[config.mk]
export PLATFORM = sky130hd
export DESIGN_NAME = imem_uart_loader
export DESIGN_NICKNAME = d
export VERILOG_FILES = /design/src/rtl/imem_loader_pkg.sv /design/src/rtl/imem_word_packer.sv /design/src/rtl/imem_uart_loader.sv
export SDC_FILE = /design/constraint.sdc
export NUM_CORES = 1
export LEC_CHECK = 0
export CAP_MARGIN = 15
export CORE_AREA = 2 2 109 111
export CTS_BUF_LIST = sky130_fd_sc_hd__clkbuf_16
export DETAILED_ROUTE_END_ITERATION = 7
export DIE_AREA = 0 0 111 113
export GPL_ROUTABILITY_DRIVEN = 0
export PLACE_DENSITY_LB_ADDON = 0.25
export RECOVER_POWER = 50
export SETUP_SLACK_MARGIN = 0.05
export SYNTH_ARGS = -nofsm -noshare
export SYNTH_HDL_FRONTEND = slang
export SYNTH_HIERARCHICAL = 1
export SYNTH_SLANG_ARGS = --single-unit
[constraint.sdc]
create_clock -name i_clk -period 5.25 [get_ports i_clk]
set_clock_uncertainty 0.05 [all_clocks]
set_input_delay 1.05 -clock i_clk [delete_from_list [all_inputs] [get_ports i_clk]]
set_output_delay 1.05 -clock i_clk [all_outputs]
set_load 0.02 [all_outputs]
[src/rtl/imem_loader_pkg.sv]
// Shared types and constants for the UART-driven instruction RAM loader.
package imem_loader_pkg;

   typedef enum logic [2:0] {
      ST_IDLE,
      ST_LEN,
      ST_DATA,
      ST_DONE,
      ST_ERR
   } state_e;

   localparam int HDR_BYTES  = 4;
   localparam int WORD_BYTES = 4;

endpackage

[src/rtl/imem_word_packer.sv]
// Packs a byte stream into 32-bit little-endian words; the completed word is
// presented combinationally on the cycle its last byte arrives.
module imem_word_packer
   import imem_loader_pkg::*;
(
   input  logic        i_clk,
   input  logic        i_reset,
   input  logic        i_clear,
   input  logic        i_valid,
   input  logic [7:0]  i_byte,
   output logic        o_word_valid,
   output logic [31:0] o_word
);

   // Shared by header and data words, so sized for the longer of the two.
   localparam int         NBYTES   = (HDR_BYTES > WORD_BYTES) ? HDR_BYTES : WORD_BYTES;
   localparam logic [1:0] LAST_IDX = 2'(NBYTES - 1);

   logic [1:0]  r_idx;
   logic [31:0] r_word;

   always_ff @(posedge i_clk) begin
      if (!i_reset || i_clear) begin
         r_idx  <= '0;
         r_word <= '0;
      end else if (i_valid) begin
         // NOTE: state registers use non-blocking assignments so every flop samples pre-edge values.
         r_idx  <= r_idx + 2'd1;
         r_word <= o_word;
      end
   end

   assign o_word       = {i_byte, r_word[31:8]};
   assign o_word_valid = i_valid && (r_idx == LAST_IDX);

endmodule

[src/rtl/imem_uart_loader.sv]
// Boot loader: owns the imem write port while loading a UART frame, otherwise
// passes CPU fetch reads straight through.
module imem_uart_loader
   import imem_loader_pkg::*;
#(
   parameter int IMEM_AW        = 16,
   parameter int TIMEOUT_CYCLES = 1000000
) (
   input  logic               i_clk,
   input  logic               i_reset,
   input  logic               i_load_imem,
   input  logic               i_rx_valid,
   input  logic [7:0]         i_rx_data,
   input  logic               i_cpu_imem_rd,
   input  logic [IMEM_AW-1:0] i_cpu_imem_addr,
   output logic               o_imem_en,
   output logic [3:0]         o_imem_we,
   output logic [IMEM_AW-1:0] o_imem_addr,
   output logic [31:0]        o_imem_wdata,
   output logic               o_cpu_hold,
   output logic               o_load_busy,
   output logic               o_load_done,
   output logic               o_load_err,
   output logic [IMEM_AW:0]   o_words_loaded
);

   localparam int              TW        = $clog2(TIMEOUT_CYCLES);
   localparam logic [TW-1:0]   TMO_LAST  = TW'(TIMEOUT_CYCLES - 1);
   localparam logic [TW-1:0]   TMO_ONE   = TW'(1);
   localparam logic [IMEM_AW:0] WORD_ONE = (IMEM_AW + 1)'(1);
   localparam logic [32:0]     MAX_WORDS = 33'(1) << IMEM_AW;

   state_e             r_state;
   state_e             w_state_nxt;
   logic [IMEM_AW:0]   r_len;
   logic [IMEM_AW:0]   r_words;
   logic [TW-1:0]      r_tmo;
   logic               r_err;
   logic               r_wr_en;
   logic [IMEM_AW-1:0] r_wr_addr;
   logic [31:0]        r_wr_data;

   logic               w_active;
   logic               w_word_valid;
   logic [31:0]        w_word;
   logic               w_tmo_hit;
   logic               w_len_big;
   logic               w_wr;
   logic               w_start;
   logic               w_set_err;
   logic [IMEM_AW:0]   w_words_inc;

   assign w_active    = (r_state == ST_LEN) || (r_state == ST_DATA);
   assign w_tmo_hit   = w_active && !i_rx_valid && (r_tmo == TMO_LAST);
   assign w_len_big   = {1'b0, w_word} > MAX_WORDS;
   assign w_words_inc = r_words + WORD_ONE;

   imem_word_packer u_packer (
      .i_clk        (i_clk),
      .i_reset      (i_reset),
      .i_clear      (r_state == ST_IDLE),
      .i_valid      (i_rx_valid && w_active),
      .i_byte       (i_rx_data),
      .o_word_valid (w_word_valid),
      .o_word       (w_word)
   );

   always_ff @(posedge i_clk) begin
      if (!i_reset) r_state <= ST_IDLE;
      else          r_state <= w_state_nxt;
   end

   always_comb begin
      // NOTE: defaults first so every path assigns every output and no latch is inferred.
      w_state_nxt = r_state;
      case (r_state)
         ST_IDLE: if (i_load_imem) w_state_nxt = ST_LEN;
         ST_LEN: begin
            if (!i_load_imem)          w_state_nxt = ST_IDLE;
            else if (w_word_valid) begin
               if (w_word == '0)       w_state_nxt = ST_DONE;
               else if (w_len_big)     w_state_nxt = ST_ERR;
               else                    w_state_nxt = ST_DATA;
            end else if (w_tmo_hit)    w_state_nxt = ST_ERR;
         end
         ST_DATA: begin
            if (!i_load_imem)                              w_state_nxt = ST_IDLE;
            else if (w_word_valid && w_words_inc == r_len) w_state_nxt = ST_DONE;
            else if (w_tmo_hit)                            w_state_nxt = ST_ERR;
         end
         ST_DONE, ST_ERR: if (!i_load_imem) w_state_nxt = ST_IDLE;
         default: w_state_nxt = ST_IDLE;
      endcase
   end

   // An abort on the same edge as a completed word wins: that word is never written.
   assign w_wr      = (r_state == ST_DATA) && i_load_imem && w_word_valid;
   assign w_start   = (r_state == ST_IDLE) && i_load_imem;
   assign w_set_err = (w_state_nxt == ST_ERR) || (w_active && !i_load_imem);

   always_ff @(posedge i_clk) begin
      if (!i_reset) begin
         r_len     <= '0;
         r_words   <= '0;
         r_tmo     <= '0;
         r_err     <= 1'b0;
         r_wr_en   <= 1'b0;
         r_wr_addr <= '0;
         r_wr_data <= '0;
      end else begin
         r_wr_en <= w_wr;
         if (w_wr) begin
            r_wr_addr <= r_words[IMEM_AW-1:0];
            r_wr_data <= w_word;
            r_words   <= w_words_inc;
         end
         if (w_start) begin
            r_words <= '0;
            r_err   <= 1'b0;
         end else if (w_set_err) begin
            r_err <= 1'b1;
         end
         if (r_state == ST_LEN && w_word_valid) r_len <= w_word[IMEM_AW:0];
         if (!w_active || i_rx_valid) r_tmo <= '0;
         else                         r_tmo <= r_tmo + TMO_ONE;
      end
   end

   assign o_cpu_hold     = (r_state != ST_IDLE);
   assign o_load_busy    = w_active;
   assign o_load_done    = (r_state == ST_DONE);
   assign o_load_err     = r_err;
   assign o_words_loaded = r_words;

   assign o_imem_en    = o_cpu_hold ? r_wr_en        : i_cpu_imem_rd;
   assign o_imem_we    = o_cpu_hold ? {4{r_wr_en}}   : 4'h0;
   assign o_imem_addr  = o_cpu_hold ? r_wr_addr      : i_cpu_imem_addr;
   assign o_imem_wdata = r_wr_data;

endmodule
* Word level (Yosys, flattened, before mapping)
Index checks and enable logic that the tools add are counted.
** Word-level totals
- Bits in read-only memories :: 0
- Bits in writable memories :: 0
- Word-level logic and storage cells :: 60
- Flip-flop bits (word level) :: 141
- Bits of input ports :: 29
- Latch bits :: 0
- Memories kept :: 0
** Cells by class
- Div/mod/pow operators :: 0
- $add $sub $neg :: 3
- Equality and inequality tests :: 8
- Reductions and logical operators :: 24
- Multipliers :: 0
- Muxes and demuxes :: 13
- $lt $le $gt $ge :: 1
- Shift-type cells :: 0
- Bitwise operators :: 1
** Operators with widths (number)
- $gt 32x17->1 const B :: 1
- $logic_not 32->1 :: 1
- $mux 3 :: 9
- $add 20x1->20 const B :: 1
- $eq 20x20->1 const B :: 1
- $add 17x1->17 const B :: 1
- $eq 17x17->1 :: 1
- $mux 16 :: 1
- $pmux 3 s4 :: 1
- $logic_and 1x1->1 :: 10
- $eq 3x2->1 const B :: 2
- $eq 3x3->1 const B :: 2
- $reduce_or 2->1 :: 3
- $logic_not 1->1 :: 4
- $logic_or 1x1->1 :: 4
- $mux 4 :: 1
- $eq 3x1->1 const B :: 1
- $logic_not 3->1 :: 1
- $reduce_bool 3->1 :: 1
- $add 2x1->2 const B :: 1
- $eq 2x2->1 const B :: 1
- $mux 1 :: 1
- $not 1->1 :: 1

* Depth between registers and ports, before layout
- Depth after elaboration :: 10
- Gate-level depth with buffers :: 13
- Mapped depth without buffers :: 10

* Cells and area by module
The synthesis kept the hierarchy.
** Modules (own cells, without submodules)
- imem_uart_loader :: cells an instance 622, times used 1, area each 5118.7 sq um
- imem_word_packer :: cells an instance 95, times used 1, area each 1047.3 sq um

* Worst setup path after synthesis
No wires, ideal clock.
- Path kind :: input to register
- Start point :: input i_rx_valid
- End point :: register r_err (netlist: o_load_err)
- Required time :: 5.073 ns
- Cell stages on the path :: 10
- Setup slack :: 2.470 ns
- Buffers on the path :: 2
- Arrival time :: 2.603 ns
- Cell sequence :: and2_1 > buf_6 > buf_12 > and2_1 > nor4b_1 > nand4_1 > a21oi_1 > o31ai_4 > mux2i_1 > a31oi_1
** Between the ends
- Elaborated cells on any way between the ends :: 14
- Classes of those cells :: eq/ne (1); mux (6); reduce/logical (7)
** RTL lines
- start, declared :: line imem_uart_loader.sv:12 : input logic i_rx_valid,
- $logic_and 1x1->1 (*) :: line imem_uart_loader.sv:62 : .i_valid (i_rx_valid && w_active),
- $logic_and 1x1->1 (*) :: line imem_word_packer.sv:34 : assign o_word_valid = i_valid && (r_idx == LAST_IDX);
- named net w_word_valid :: line imem_uart_loader.sv:44 : logic w_word_valid;
- $logic_and 1x1->1 :: line imem_uart_loader.sv:88 : else if (w_word_valid && w_words_inc == r_len) w_state_nxt = ST_DONE;
- $mux 3 :: line imem_uart_loader.sv:88
- $mux 3 :: line imem_uart_loader.sv:87 : if (!i_load_imem) w_state_nxt = ST_IDLE;
- $pmux 3 s4 (*) :: line imem_uart_loader.sv:76 : case (r_state)
- $eq 3x3->1 (*) :: line imem_uart_loader.sv:99 : assign w_set_err = (w_state_nxt == ST_ERR) || (w_active && !i_load_imem);
- $logic_or 1x1->1 (*) :: line imem_uart_loader.sv:99
- end signal, assigned :: line imem_uart_loader.sv:106 : r_err <= 1'b0;
- end signal, assigned :: line imem_uart_loader.sv:119 : r_err <= 1'b0;
- end signal, assigned :: line imem_uart_loader.sv:121 : r_err <= 1'b1;
- end, declared :: line imem_uart_loader.sv:38 : logic r_err;
Mark *: on every way through the listed nets, which the timed path passes. The rest lies on a longest branch.
A chain may end at the register's enable or synchronous reset.

* Final worst setup path
- Start point :: input i_rx_valid
- End point :: register r_words[15] (netlist: o_words_loaded[15])
** Between the ends
- Cells in the longest elaborated chain, start to end :: 3
** RTL lines
- $logic_and 1x1->1 :: line imem_uart_loader.sv:62
- $logic_and 1x1->1 :: line imem_word_packer.sv:34
- named net w_word_valid :: line imem_uart_loader.sv:44
- $logic_and 1x1->1 :: line imem_uart_loader.sv:97 : assign w_wr = (r_state == ST_DATA) && i_load_imem && w_word_valid;
- end signal, assigned :: line imem_uart_loader.sv:115 : r_words <= w_words_inc;
- end, declared :: line imem_uart_loader.sv:36 : logic [IMEM_AW:0] r_words;
The timed path passes the listed nets, and every way through them passes these cells.

==> results by group <==
Min path
  – Hold depth: 2
  – Worst hold start: o_imem_wdata[30]
  – Worst hold endpoint: o_imem_wdata[30]
  – Min-delay worst type: reg2reg

Synth
  – Yosys cell types: 54
  – Asr flop ratio synth: 0
  – Synth Instances: 717
  – Mapped cell area: 6170 µm²
  – Synth top area share: 0.432
  – Post-synth top flop: dfxtp_1
  – Synth area leaders: dfxtp_1, nand2_1, a21boi_0
  – Syn nets: 749
  – Cell taking the most area after synthesis: dfxtp_1
  – Number of synthesized register bits: 133
  – EDFF count, synth: 0
  – Syn_area_per_cell: 8.60 µm²
  – Seq/Total Area, Yosys: 0.432
  – Yosys warns: 6

Place
  – Dpl ws: 1280 ps
  – # port buffers: 102
  – Dpl hpwl: 9780 µm

Setup path
  – Arr. time, crit path: 3940 ps
  – R2r endpoint: o_words_loaded[15]
  – Worst reg2reg path depth: 9
  – Worst R2R Start: r_state[1]
  – R2R Setup Slk: 1810 ps
  – Critical path launch point type: primary input
  – Req. time, crit path: 5480 ps
  – Critical Path End Type: flip-flop
  – CP Max Fanout: 27
  – Worst Setup Path Type: in2reg

Global route
  – Vias in the first global route: 5025
  – First-pass GRT wire length: 23900 µm
  – Largest net degree at the start of global routing: 73
  – Final global-route overflow total: 0
  – Tot GR Track Use: 0.233
  – Initial antenna violation count: 0

Timing
  – Setup tns final: 0 ps
  – Slew Limit Fails: 0
  – RSZ-0062 raised after global routing: no
  – Rel. slew slack: 0.283
  – F_max: 269 MHz
  – Final Hold Vio Count: 0
  – Period utilisation layout: 0.707
  – Final min period: 3710 ps
  – Setup violations, final: 0
  – Slew at the pin with the worst max-slew slack: 1080 ps
  – Setup ws final: 1540 ps

Die
  – Core box area: 11300 µm²
  – Die ar.: 12500 µm²
  – Rows: 39
  – Die W: 111 µm
  – Die Ht: 113 µm
  – Initial Utilization: 0.547
  – # IOs: 103

Detailed routing
  – Initial DRT Pass Iterations: 5
  – Vias per cell: 5.52
  – Routed Antenna Nets: 0
  – DRC: 0
  – Routed wire per std cell: 15.2 µm
  – Detailed Route Iter0 Violations: 319
  – WL met1: 6140 µm
  – Max Used Layer: met4
  – Via Count: 5185
  – Drt total wl: 14300 µm
  – WL met3: 766 µm
  – WL met2: 7130 µm

Cells and area
  – N_diodes: 0
  – Post-layout net count: 816
  – Synth-to-Final Area Change: 23.9%
  – Most frequent cells in the layout: nand2_1, dfxtp_1, nor2_1, a21boi_0, dlygate4sd3_1
  – Most common cell after layout, fill and taps aside: nand2_1
  – Layout cells sized above 1: 0.0715

Clocking
  – Clock insertion delay at the later pin of the skew report: 420 ps
  – Reg clk slew, reported paths: 50 ps
  – CTS sink count: 133
  – CTS tree: built
  – H-tree depth: 4
  – Resize count post-CTS: 0
  – Clock root cell: clkbuf_16
  – Maximum root-to-sink buffer count: 2
  – Post-CTS setup repair buffer count: 0
  – Total CTS buffers: 17
  – Post-CTS Hold Buffers: 0

Power
  – Power per Cell Area: 296 nW/µm²
  – P_leak: 2.70 nW
  – Max VDD drop: 0.228 mV

Status
  – Outcome: finished clean

Run
  – Max cap viols: 0
-- per-layer routing --
metal | vias to the layer above | global-route usage
met4 | 0 | 0.0983
li1 | 2553 | -
met2 | 156 | 0.406
met1 | 2453 | 0.276
met3 | 23 | 0.0546
met5 | - | 0
-- synthesized netlist by cell type (3+ instances only) --
master    number
buf_2         10
a21oi_1        9
or3_1          7
dfxtp_1      133
nor4_1        10
nand4b_1       3
inv_1          6
nor3_1        11
and2_1         3
a31oi_1        3
o21ai_0        9
nor2_1        67
ha_1           3
nand3_1       19
nor4b_1        3
xnor2_1       28
nand4_1       14
a21o_1         3
xor2_1        22
mux2_2        16
and4_1         5
a21boi_0      65
buf_4         13
clkbuf_1      29
nand2_1      154
and3_1         8
nand2b_1       5
mux2i_1       27
-- sequential cells by signal (all words and copies together), names as in the netlist, 2 cells and up --
| register | flops |
|---|---|
| o_imem_wdata | 32 |
| r_state | 3 |
| u_packer/r_idx | 2 |
| r_wr_addr | 16 |
| r_len | 17 |
| o_words_loaded | 17 |
| u_packer/r_word | 24 |
| r_tmo | 20 |
-- worst max-delay path, cell delays in order --
cell	delay, ps
dlygate4sd3_1	570
and2_1	140
buf_4	380
and2_0	420
nand2_1	590
or3_1	570
xor2_1	160
nor2_1	50
-- through the flow --
stage	util	total power (W)	hold slack (ps)	cell area, µm²	cells
global route	0.678	0.00233	442	7640	940
global placement	0.628	0.00114	390	7080	908
detailed placement	0.628	0.00114	407	7080	908
finish	0.678	0.00226	410	7640	940
CTS	0.679	0.00228	418	7650	940
floorplan	-	0.00110	376	6170	717
-- layout make-up --
class / count / area (µm²)
timing repair buffer: 106 / 1050
sequential: 133 / 2660
tap: 143 / 179
clock inverter: 15 / 146
inverter: 6 / 22.5
multi-input combinational: 520 / 3160
clock buffer: 17 / 425
fill: 950 / 3630
-- power by group --
| part | internal, W | switching (W) | total, W |
|---|---|---|---|
| Clock | 0.000730 | 0.000419 | 0.00115 |
| Combinational | 0.0000551 | 0.0000464 | 0.000102 |
| Sequential | 0.00101 | 0.00000198 | 0.00101 |
| Total | 0.00180 | 0.000467 | 0.00226 |
-- worst max-delay path by stage --
stage,depth (start not counted),to,startpoint
2_1_floorplan,10,o_load_err,i_rx_valid
3_3_place_gp,8,o_words_loaded[10],i_rx_valid
3_5_place_dp,8,o_words_loaded[12],i_rx_valid
4_1_cts,8,o_words_loaded[12],i_rx_valid
5_1_grt,8,o_words_loaded[15],i_rx_valid
6_report,8,o_words_loaded[15],i_rx_valid
-- cells by family (layout without fill, tap and decap cells) --
logic type	Yosys count	count (layout)	share of synthesized area
and+or+nand+nor	322	322	0.241
DFF	133	133	0.432
AOI/OAI and AO/OA	102	102	0.120
buffers and inverters	64	144	0.0566
xor gates and xnor gates	50	50	0.0710
muxes	43	43	0.0731
adders and majority gates	3	3	0.00609
No activity file was read; power rests on OpenSTA's default activity.
==> variant (same flow settings) <==
`TIMEOUT_CYCLES`: 1000000 -> 250000.
--- a/src/rtl/imem_uart_loader.sv
+++ b/src/rtl/imem_uart_loader.sv
@@ -4,7 +4,7 @@
    import imem_loader_pkg::*;
 #(
    parameter int IMEM_AW        = 16,
-   parameter int TIMEOUT_CYCLES = 1000000
+   parameter int TIMEOUT_CYCLES = 250000
 ) (
    input  logic               i_clk,
    input  logic               i_reset,
Behaviour: same outputs for any inputs over 4 cycles, from zero or initial values and one cycle with i_reset low; that may be too few to reach the edited logic, so the function may still have changed.
==> variant against the original RTL <==
- setup slack improved by 0.11 ns
- wire length decreased by 3.4%
- sequential cell count decreased by 2
- final area decreased by 1.2%
- area after synthesis decreased by 2.3%
- total power increased by 0.20%
- sequential share of layout area decreased by 0.097 points
- synthesized cell count decreased by 2.0%
- critical path type unchanged
- highest routed layer unchanged
==> variant: results (changes against the original RTL) <==
- Final Instance Count excl. Fillers: 931 (-0.96%)
- Register area share after synthesis: 0.4351 (+0.003307)
- Status: finished clean
- Synth top cells by count: nand2_1, dfxtp_1, nor2_1, a21boi_0, clkbuf_1
- Leak Pwr: 2.670 nW (-1.1%)
- M1 GR Usage: 0.2689 (-0.007407)
- Met3 Routed Length: 799 um (+4.3%)
- Worst path slowest cell: and3_1
- WL met2: 6909 um (-3.1%)
- Largest net degree at the start of global routing: 72 (-1.4%)
- Worst path arrival time: 3.88 ns (-0.06 ns)
- Met2 Track Usage GR: 0.3943 (-0.01186)
- First-pass GRT wire length: 23310 um (-2.5%)
- Slew HR: 0.3411 (+0.05801)
- Crit Path Max Fanout: 23 (-15%)
- Met3 Use GR: 0.06642 (+0.01178)
- Max VDD drop: 225.4 uV (-1.1%)
- Mapped Cells: 703 (-2.0%)
- Initial DRC count: 244 (-24%)
- Top post-synthesis cells by area: dfxtp_1, nand2_1, a21boi_0
- Setup Slack @ Placement: 1.739 ns (+0.4584 ns)
- CP max stage delay: 0.81 ns (+0.22 ns)
- Synthesized Nets: 735 (-1.9%)
- Layout cell share with drive strength beyond 1: 0.07995 (+0.008431)
- Clock period minus final worst setup slack: 3.605 ns (-0.1082 ns)
- Vias in the first global route: 4890 (-2.7%)
- Placed cell count: 900 (-0.88%)
- Total Routing Usage GR: 0.2250 (-0.007689)
- Hold_ws: 0.4067 ns (-0.003489 ns)
- Final HPWL DP: 9565 um (-2.2%)
- Drt wl/cell: 14.83 um (-2.4%)
- Fillers: 915 (-3.7%)
## variant: cell types whose count changed in the layout (fill, tap and decap cells not counted), sizes merged, moves of 3 or more
cell,change
a211oi,+4
and4,-5
clkdlybuf4s50,+13
clkinv,-4
clkinvlp,+3
dlygate4sd3,-13
nand2b,-4
nand3,-7
nor2,+4
nor2b,+3
o21ai,+3
or3,+3
xnor2,-4
xor2,+5
## variant: report_power, final
part / internal [mW] / switching (mW)
clock network: 0.741 / 0.427
registers: 0.996 / 0.00218
logic: 0.0555 / 0.0471
## variant: final cells by class
class                           count  area (sq um)  share of cell area
Sequential cell                   131          2623              0.3475
Clock inverter                     14         167.7             0.02221
Timing Repair Buffer              106          1046              0.1386
Inverter                            7         26.28            0.003481
Multi-Input combinational cell    513          3080              0.4082
Clock buffer                       17         425.4             0.05637
Tap cell                          143         178.9             0.02371
## variant: final timing paths
path / startpoint / end / depth (start not counted)
min: r_tmo[0]$_SDFF_PP0_ / r_tmo[0]$_SDFF_PP0_ / 1
max reg2reg: r_state[1]$_SDFF_PN0_ / o_words_loaded[13]$_SDFFE_PP0P_ / 8
max: i_rx_valid / o_words_loaded[13]$_SDFFE_PP0P_ / 7
min reg2reg: r_tmo[0]$_SDFF_PP0_ / r_tmo[0]$_SDFF_PP0_ / 1
## variant: kinds of logic (layout without fill, tap and decap cells)
group,Yosys count,in the layout,synth area share
AO/OA/AOI/OAI,105,105,0.1248
XOR/XNOR,51,51,0.07411
adder cells (fa/ha/maj),3,3,0.006229
buffers and inverters,59,144,0.05418
flip-flops,131,131,0.4351
multiplexers,42,42,0.07307
AND/OR/NAND/NOR,312,312,0.2325
## variant: worst max-delay path: cells and delay by family
kind                   cells  cell delay, ns
AO/OA/AOI/OAI              1            0.14
buffers and inverters      1            0.56
AND/OR/NAND/NOR            5            2.12
